## src/rtl/serial_frame_tx.sv

```systemverilog
// -----------------------------------------------------------------------------
// serial_frame_tx
// Sends one byte as a two-wire serial frame on sda/sck. The frame is a start
// marker (1), eight data bits MSB first, an optional even-parity bit and a stop
// marker (0). sck is derived from clk with a phase counter, so the whole block
// lives in the clk domain.
//
// Optional feature macro: SERIAL_TX_PARITY_EN
//   defined   -> even-parity bit inserted between the LSB and the stop marker
//   undefined -> no parity state or parity logic at all
//
// Parameters
//   CLK_DIV : sck half-period in clk cycles (>= 1); one bit lasts 2*CLK_DIV
// Ports
//   clk   in  system clock, rising edge
//   rst   in  asynchronous active-high reset
//   start in  frame request, accepted only when idle or in the DONE cycle
//   data  in  byte to send, latched on acceptance
//   busy  out high while a frame is on the wire
//   done  out one-cycle pulse right after a frame completes
//   sda   out serial data, changes only at phase 0 while sck is low
//   sck   out serial clock, rises mid-bit
// -----------------------------------------------------------------------------
module serial_frame_tx #(
  parameter int unsigned CLK_DIV = 12
) (
  input  logic       clk,
  input  logic       rst,
  input  logic       start,
  input  logic [7:0] data,
  output logic       busy,
  output logic       done,
  output logic       sda,
  output logic       sck
);

  localparam int unsigned DATA_W = 8;
  localparam int unsigned CNT_W  = 3;
  localparam int unsigned PH_W   = (CLK_DIV == 0) ? 1 : $clog2(2 * CLK_DIV);
  localparam logic [PH_W-1:0] PH_MAX  = PH_W'(2 * CLK_DIV - 1);
  localparam logic [PH_W-1:0] PH_HIGH = PH_W'(CLK_DIV);

  // Reject a zero divider at elaboration time.
  if (CLK_DIV == 0) begin : g_clk_div_check
    $error("serial_frame_tx: CLK_DIV must be at least 1");
  end

  typedef enum logic [2:0] {
    S_IDLE,
    S_START,
    S_DATA,
`ifdef SERIAL_TX_PARITY_EN
    S_PARITY,
`endif
    S_STOP,
    S_DONE
  } state_t;

  state_t              r_state;
  state_t              w_state_nxt;
  logic [PH_W-1:0]     r_phase;
  logic [PH_W-1:0]     w_phase_nxt;
  logic [CNT_W-1:0]    r_bit_cnt;
  logic [CNT_W-1:0]    w_bit_cnt_nxt;
  logic [DATA_W-1:0]   r_shift;
  logic [DATA_W-1:0]   w_shift_nxt;
`ifdef SERIAL_TX_PARITY_EN
  logic                r_parity;
  logic                w_parity_nxt;
`endif
  logic                r_busy;
  logic                r_done;
  logic                r_sda;
  logic                r_sck;
  logic                w_busy_nxt;
  logic                w_done_nxt;
  logic                w_sda_nxt;
  logic                w_sck_nxt;
  logic                w_bit_end;

  assign w_bit_end = (r_phase == PH_MAX);

  // State, counters and registered outputs.
  always_ff @(posedge clk or posedge rst) begin
    if (rst) begin
      r_state   <= S_IDLE;
      r_phase   <= '0;
      r_bit_cnt <= '0;
      r_shift   <= '0;
`ifdef SERIAL_TX_PARITY_EN
      r_parity  <= 1'b0;
`endif
      r_busy    <= 1'b0;
      r_done    <= 1'b0;
      r_sda     <= 1'b0;
      r_sck     <= 1'b0;
    end else begin
      r_state   <= w_state_nxt;
      r_phase   <= w_phase_nxt;
      r_bit_cnt <= w_bit_cnt_nxt;
      r_shift   <= w_shift_nxt;
`ifdef SERIAL_TX_PARITY_EN
      r_parity  <= w_parity_nxt;
`endif
      r_busy    <= w_busy_nxt;
      r_done    <= w_done_nxt;
      r_sda     <= w_sda_nxt;
      r_sck     <= w_sck_nxt;
    end
  end

  // Next-state logic; outputs are decoded from the next state so that they
  // land in their registers on the same edge as the state they describe.
  always_comb begin
    w_state_nxt   = r_state;
    w_phase_nxt   = w_bit_end ? '0 : r_phase + PH_W'(1);
    w_bit_cnt_nxt = r_bit_cnt;
    w_shift_nxt   = r_shift;
`ifdef SERIAL_TX_PARITY_EN
    w_parity_nxt  = r_parity;
`endif
    w_busy_nxt    = 1'b0;
    w_done_nxt    = 1'b0;
    w_sda_nxt     = 1'b0;
    w_sck_nxt     = 1'b0;

    case (r_state)
      // DONE behaves like IDLE for acceptance, giving back-to-back frames.
      S_IDLE, S_DONE: begin
        w_phase_nxt = '0;
        if (start) begin
          w_state_nxt   = S_START;
          w_shift_nxt   = data;
          w_bit_cnt_nxt = CNT_W'(DATA_W - 1);
`ifdef SERIAL_TX_PARITY_EN
          w_parity_nxt  = ^data;
`endif
        end else begin
          w_state_nxt = S_IDLE;
        end
      end
      S_START: begin
        if (w_bit_end) w_state_nxt = S_DATA;
      end
      S_DATA: begin
        if (w_bit_end) begin
          if (r_bit_cnt == '0) begin
`ifdef SERIAL_TX_PARITY_EN
            w_state_nxt = S_PARITY;
`else
            w_state_nxt = S_STOP;
`endif
          end else begin
            w_bit_cnt_nxt = r_bit_cnt - CNT_W'(1);
            w_shift_nxt   = {r_shift[DATA_W-2:0], 1'b0};
          end
        end
      end
`ifdef SERIAL_TX_PARITY_EN
      S_PARITY: begin
        if (w_bit_end) w_state_nxt = S_STOP;
      end
`endif
      S_STOP: begin
        if (w_bit_end) w_state_nxt = S_DONE;
      end
      default: begin
        w_state_nxt = S_IDLE;
        w_phase_nxt = '0;
      end
    endcase

    // Output decode from the upcoming state.
    case (w_state_nxt)
      S_START: begin
        w_busy_nxt = 1'b1;
        w_sda_nxt  = 1'b1;
      end
      S_DATA: begin
        w_busy_nxt = 1'b1;
        w_sda_nxt  = w_shift_nxt[DATA_W-1];
      end
`ifdef SERIAL_TX_PARITY_EN
      S_PARITY: begin
        w_busy_nxt = 1'b1;
        w_sda_nxt  = w_parity_nxt;
      end
`endif
      S_STOP: begin
        w_busy_nxt = 1'b1;
        w_sda_nxt  = 1'b0;
      end
      S_DONE: begin
        w_done_nxt = 1'b1;
      end
      default: begin
        w_busy_nxt = 1'b0;
      end
    endcase

    // sck is low for the first half of each bit and high for the second.
    w_sck_nxt = w_busy_nxt && (w_phase_nxt >= PH_HIGH);
  end

  assign busy = r_busy;
  assign done = r_done;
  assign sda  = r_sda;
  assign sck  = r_sck;

endmodule

```

## config.mk

```make
export PLATFORM = sky130hd
export DESIGN_NAME = serial_frame_tx
export DESIGN_NICKNAME = d
export VERILOG_FILES = /design/src/rtl/serial_frame_tx.sv
export SDC_FILE = /design/constraint.sdc
export NUM_CORES = 1
export LEC_CHECK = 0
export CORE_MARGIN = 3
export CORE_UTILIZATION = 47
export CTS_BUF_LIST = sky130_fd_sc_hd__clkbuf_4 sky130_fd_sc_hd__clkbuf_8 sky130_fd_sc_hd__clkbuf_16
export DETAILED_ROUTE_END_ITERATION = 7
export GPL_ROUTABILITY_DRIVEN = 1
export PLACE_DENSITY = 0.74
export SLEW_MARGIN = 20
export SYNTH_ARGS = -nofsm -noshare
export SYNTH_HDL_FRONTEND = slang
export SYNTH_SLANG_ARGS = --single-unit
```

## constraint.sdc

```tcl
create_clock -name clk -period 1.6 [get_ports clk]
set_input_delay 0.4 -clock clk [delete_from_list [all_inputs] [get_ports clk]]
set_output_delay 0.4 -clock clk [all_outputs]
set_load 0.005 [all_outputs]
```

# After elaboration in Yosys (flattened, before gate mapping)
# Cells that the tools add are included.
[word_totals]
regBits = 23
inputBits = 11
output_inout_bits = 4
elab_cells = 51
[op_classes]
add_sub_neg = 2
n_lt_le_gt_ge = 1
n_eq_ne = 12
n_mux = 19
reduce_logical = 8
[op_table]
columns = ["op", "n"]
rows = [
  ["$mux W8", 3],
  ["$mux W3", 7],
  ["$pmux W8 S2", 1],
  ["$eq A3 B2 Y1 const B", 4],
  ["$pmux W3 S4", 1],
  ["$mux W5", 2],
  ["$eq A3 B1 Y1 const B", 2],
  ["$eq A3 B3 Y1 const B", 2],
  ["$logic_not A3 Y1", 2],
  ["$ne A2 B2 Y1 const B", 3],
  ["$pmux W3 S2", 1],
  ["$reduce_or A3 Y1", 2],
  ["$add A5 B1 Y5 const B", 1],
  ["$eq A5 B5 Y1 const B", 1],
  ["$ge A5 B4 Y1 const B", 1],
  ["$reduce_and A4 Y1", 1],
  ["$mux W1", 3],
  ["$sub A3 B1 Y3 const B", 1],
  ["$pmux W1 S2", 1],
  ["$reduce_bool A2 Y1", 1],
  ["$reduce_or A2 Y1", 1],
  ["$logic_and A1 B1 Y1", 1],
]

# Depth between registers and ports, before layout
[logic_depth]
word_depth = 8
depth_mapped = 8
depth_no_buf = 7

# Least setup slack after synthesis
# OpenSTA, ideal clock, no wires.
[synth_timing]
kind = "register to register"
startpoint = "register r_state[2]"
endpoint = "register r_shift[2]"
setup_time_ps = 127
arrival_time_ps = 1571
required_ps = 1473
slack_ps = -98
path_stages_with_launch = 8
path_buffers = 2
synth_period_minus_slack_ps = 1698
path_cell_list = "dfrtp_1 -> buf_2 -> or3b_4 -> nor2_1 -> o22ai_1 -> buf_6 -> a222oi_1 -> inv_1"
[synth_between]
elab_chain_len = 4
word_cells_on_any_way = 10
classes_between = "5 x eq/ne; 1 x mux; 4 x reduce/logical"
[synth_lines]
columns = ["element", "line_no", "rtl"]
rows = [
  ["from (decl)", "59", "state_t r_state;"],
  ["from (signal assigned)", "98", "r_state <= w_state_nxt;"],
  ["$eq A3 B3 Y1 / $logic_not A3 Y1 (equally long branches)", "127", "case (r_state)"],
  ["$reduce_or A2 Y1", "127", ""],
  ["$ne A2 B2 Y1 (no line) / $reduce_bool A2 Y1 (equally long branches)", "--", ""],
  ["$reduce_and A4 Y1 (no line)", "--", ""],
  ["to (signal assigned)", "101", "r_shift <= w_shift_nxt;"],
  ["to (decl)", "65", "logic [DATA_W-1:0] r_shift;"],
]
# Parallel ways exist; a longest one is shown, timed or not.
# A chain may end at the register's enable or synchronous reset.

# Final worst setup path
[layout_timing]
startpoint = "register r_state[0]"
endpoint = "register r_shift[5]"
# The elaborated chain is that of the path after synthesis.

==> results.md <==
* Clk pin slew, worst setup/hold paths at 120 ps
* Min Tclk post-route at 1651 ps
* Mapped Cells at 93
* PortBufs at 14
* CP arrival at 1840 ps
* Fin crit share at 103.2%
* Pre-CTS setup slack at -484.4 ps
* Later-pin clock latency in the skew report at 290 ps
* CP required at 1790 ps
* Failing checks: negative setup slack
* CP Capture Type: register
* Seq/Total Area, Yosys at 55.56%
* Cts hold-fix bufs at 0
* Crit path max fanout at 3
* Pwr Total at 2.204 mW
* Syn. warnings at 0
* Final setup violation count at 6
* Rel. slew slack at 81.01%
* Largest net degree at the start of global routing at 24
* DIE WIDTH at 52.95 um
* Core Box Area at 0.002022 mm2
* Maximum Capacitance Violations at 0
* HP Class: in -> async
* Post-Syn Area at 0.001036 mm2
* Commonest cells after routing, fill and taps aside: buf_4, dfrtp_1, clkdlybuf4s50_1
* Final Worst Setup Slack at -50.82 ps
* Via density at 5.105
* Setup Skew at 3.756 ps
* Total GRT Usage at 16.15%
* Post-Route WL at 1.963 mm
* Share of cells above drive strength 1 at 33.33%
* First-pass DRT Iterations at 5
* Fillers at 134
* Max clock buf depth at 2
* Antenna violations before repair at 0
* Starting Density at 51.24%
* Status: finished, violations left
* Num Clock Sinks at 23
* Vias at 827
* Layout area overhead at 44.32%
* Worst slew pin tran at 283.0 ps
* DRC Markers at 0
* Worst setup SP type: register
* ANT nets after route at 0
* Pleak at 0.6919 nW
* DR WL/cell at 12.12 um
* Most common cell after layout, fill and taps aside: buf_4
* Final Max Slew Viols at 0
* Iteration-0 DRC count of the detailed router at 39
* Critical path class: reg -> reg
* Die height at 52.95 um
* Vias in the first global route at 805
* CTS tree: done
* Die footprint at 0.002804 mm2
* Post-Syn Area per Cell at 11.14 um2
* Global route overflow at 0
* RSZ-0062 raised after global routing: true
* Row Count at 16
* Routability cong. at 0.8454
* Nets at 150
* Power per cell area at 1474 mW/mm2
* FMAX at 605.8 MHz
* First-pass GRT wire length at 3.270 mm
* Synthesized Nets at 107
* #FFs+latches synth at 23
* Total clock buffers created by CTS at 3
* Fin. Hold Viols at 0
* Top Ports at 15
* Final HPWL DP at 1.405 mm
* Synth cell types at 32
* Maximum VDD drop at 0.9438 mV
* CTS H-tree lvls at 1
* N_diodes at 0
* Root buf cell: clkbuf_4
-- repair_timing --
item,4_1_cts,5_1_grt
gates resized for setup,12,3
pin swaps,6,5
setup endpoints to repair,9,10
setup buffers,6,2
-- sequential cells by signal, indices dropped and copies added (netlist names) --
register / count
done: 1
r_shift: 8
busy: 1
r_phase: 5
r_state: 3
sda: 1
r_bit_cnt: 3
sck: 1
-- per-stage QoR --
| step | util [%] | area [um2] | std cells | hold WS [ps] | setup TNS [ps] |
|---|---|---|---|---|---|
| after floorplan | - | 1054 | 93 | 401.9 | -460.0 |
| after global placement | 66.83 | 1351 | 151 | 466.0 | -3728 |
| after detailed placement | 66.83 | 1351 | 151 | 474.9 | -4361 |
| after CTS | 72.40 | 1464 | 160 | 423.4 | -322.3 |
| after global routing | 73.95 | 1495 | 162 | 436.7 | -1122 |
| final | 73.95 | 1495 | 162 | 419.6 | -194.6 |
-- path summary, 6_finish.rpt --
path                       startpoint    endpoint  slack, ps  cells after the start
max in group asynchronous         rst  r_state[2]        950                      3
setup / recovery           r_state[0]  r_shift[5]        -50                      6
min in group clk           r_shift[5]  r_shift[6]        500                      2
hold / removal                    rst  r_shift[0]        420                      3
hold reg to reg            r_shift[5]  r_shift[6]        500                      2
setup reg to reg           r_state[0]  r_shift[5]        -50                      6
-- cell type report --
| cell class | count | area [um2] | area share (%) |
|---|---|---|---|
| inverters | 13 | 48.80 | 3.264 |
| multi-input cells | 54 | 456.7 | 30.54 |
| repair buffers | 41 | 350.3 | 23.43 |
| well taps | 27 | 33.78 | 2.259 |
| clock buffers | 4 | 30.03 | 2.008 |
| flip-flops and latches | 23 | 575.6 | 38.49 |
-- logic make-up (layout without fill, tap and decap cells) --
logic type	after synthesis	after routing	synth area share, %
multiplexers	2	2	1.932
XOR/XNOR	3	3	2.537
buffers and inverters	16	58	6.642
adder cells (fa/ha/maj)	3	3	3.624
AO/OA/AOI/OAI	15	15	11.96
flip-flops	23	23	55.56
AND/OR/NAND/NOR	31	31	17.75
-- Yosys cell counts --
master / instances / share of area [%]
or3b_4: 1 / 1.1
mux2i_1: 2 / 1.9
or3b_1: 1 / 0.85
xor2_1: 2 / 1.7
inv_1: 13 / 4.7
and4b_1: 1 / 0.97
dfrtp_1: 23 / 56
o22ai_1: 1 / 0.60
nand2b_1: 1 / 0.60
a311oi_1: 1 / 0.85
a222oi_1: 6 / 5.8
nor2_1: 8 / 2.9
ha_1: 3 / 3.6
nor3b_1: 6 / 4.3
a21oi_1: 1 / 0.48
o32ai_1: 1 / 0.85
nand2_1: 4 / 1.4
o21ai_0: 2 / 0.97
buf_2: 1 / 0.48
or2_2: 1 / 0.60
a221oi_1: 1 / 0.85
nand3_1: 1 / 0.48
nor3_1: 3 / 1.4
and2_1: 1 / 0.60
nor3_2: 1 / 0.97
nor2b_1: 1 / 0.60
a22oi_1: 1 / 0.72
buf_6: 1 / 1.1
clkbuf_1: 1 / 0.36
nand4b_1: 1 / 0.85
xnor2_1: 1 / 0.85
a22o_1: 1 / 0.85
-- report_power, final --
group / switching (mW) / internal (mW)
clock: 0.158 / 0.114
sequential: 0.120 / 0.805
combinational: 0.422 / 0.585
total: 0.700 / 1.50
-- layer usage --
layer / vias up / routed length, um / GRT usage, % / part of all wire, %
li1: 414 / - / - / -
met1: 392 / 826 / 17.63 / 42
met2: 19 / 1051 / 31.20 / 54
met3: 2 / 67 / 2.535 / 3.4
met4: 0 / 18 / 5.106 / 0.92
met5: - / 0 / 0 / 0
-- critical path, stage by stage (launching register included) --
cell	delay (ps)
dfrtp_1	400
or3b_4	420
nor2_2	100
o22ai_2	100
buf_4	150
a222oi_1	310
inv_1	70
(Power assumes the default switching activity.)
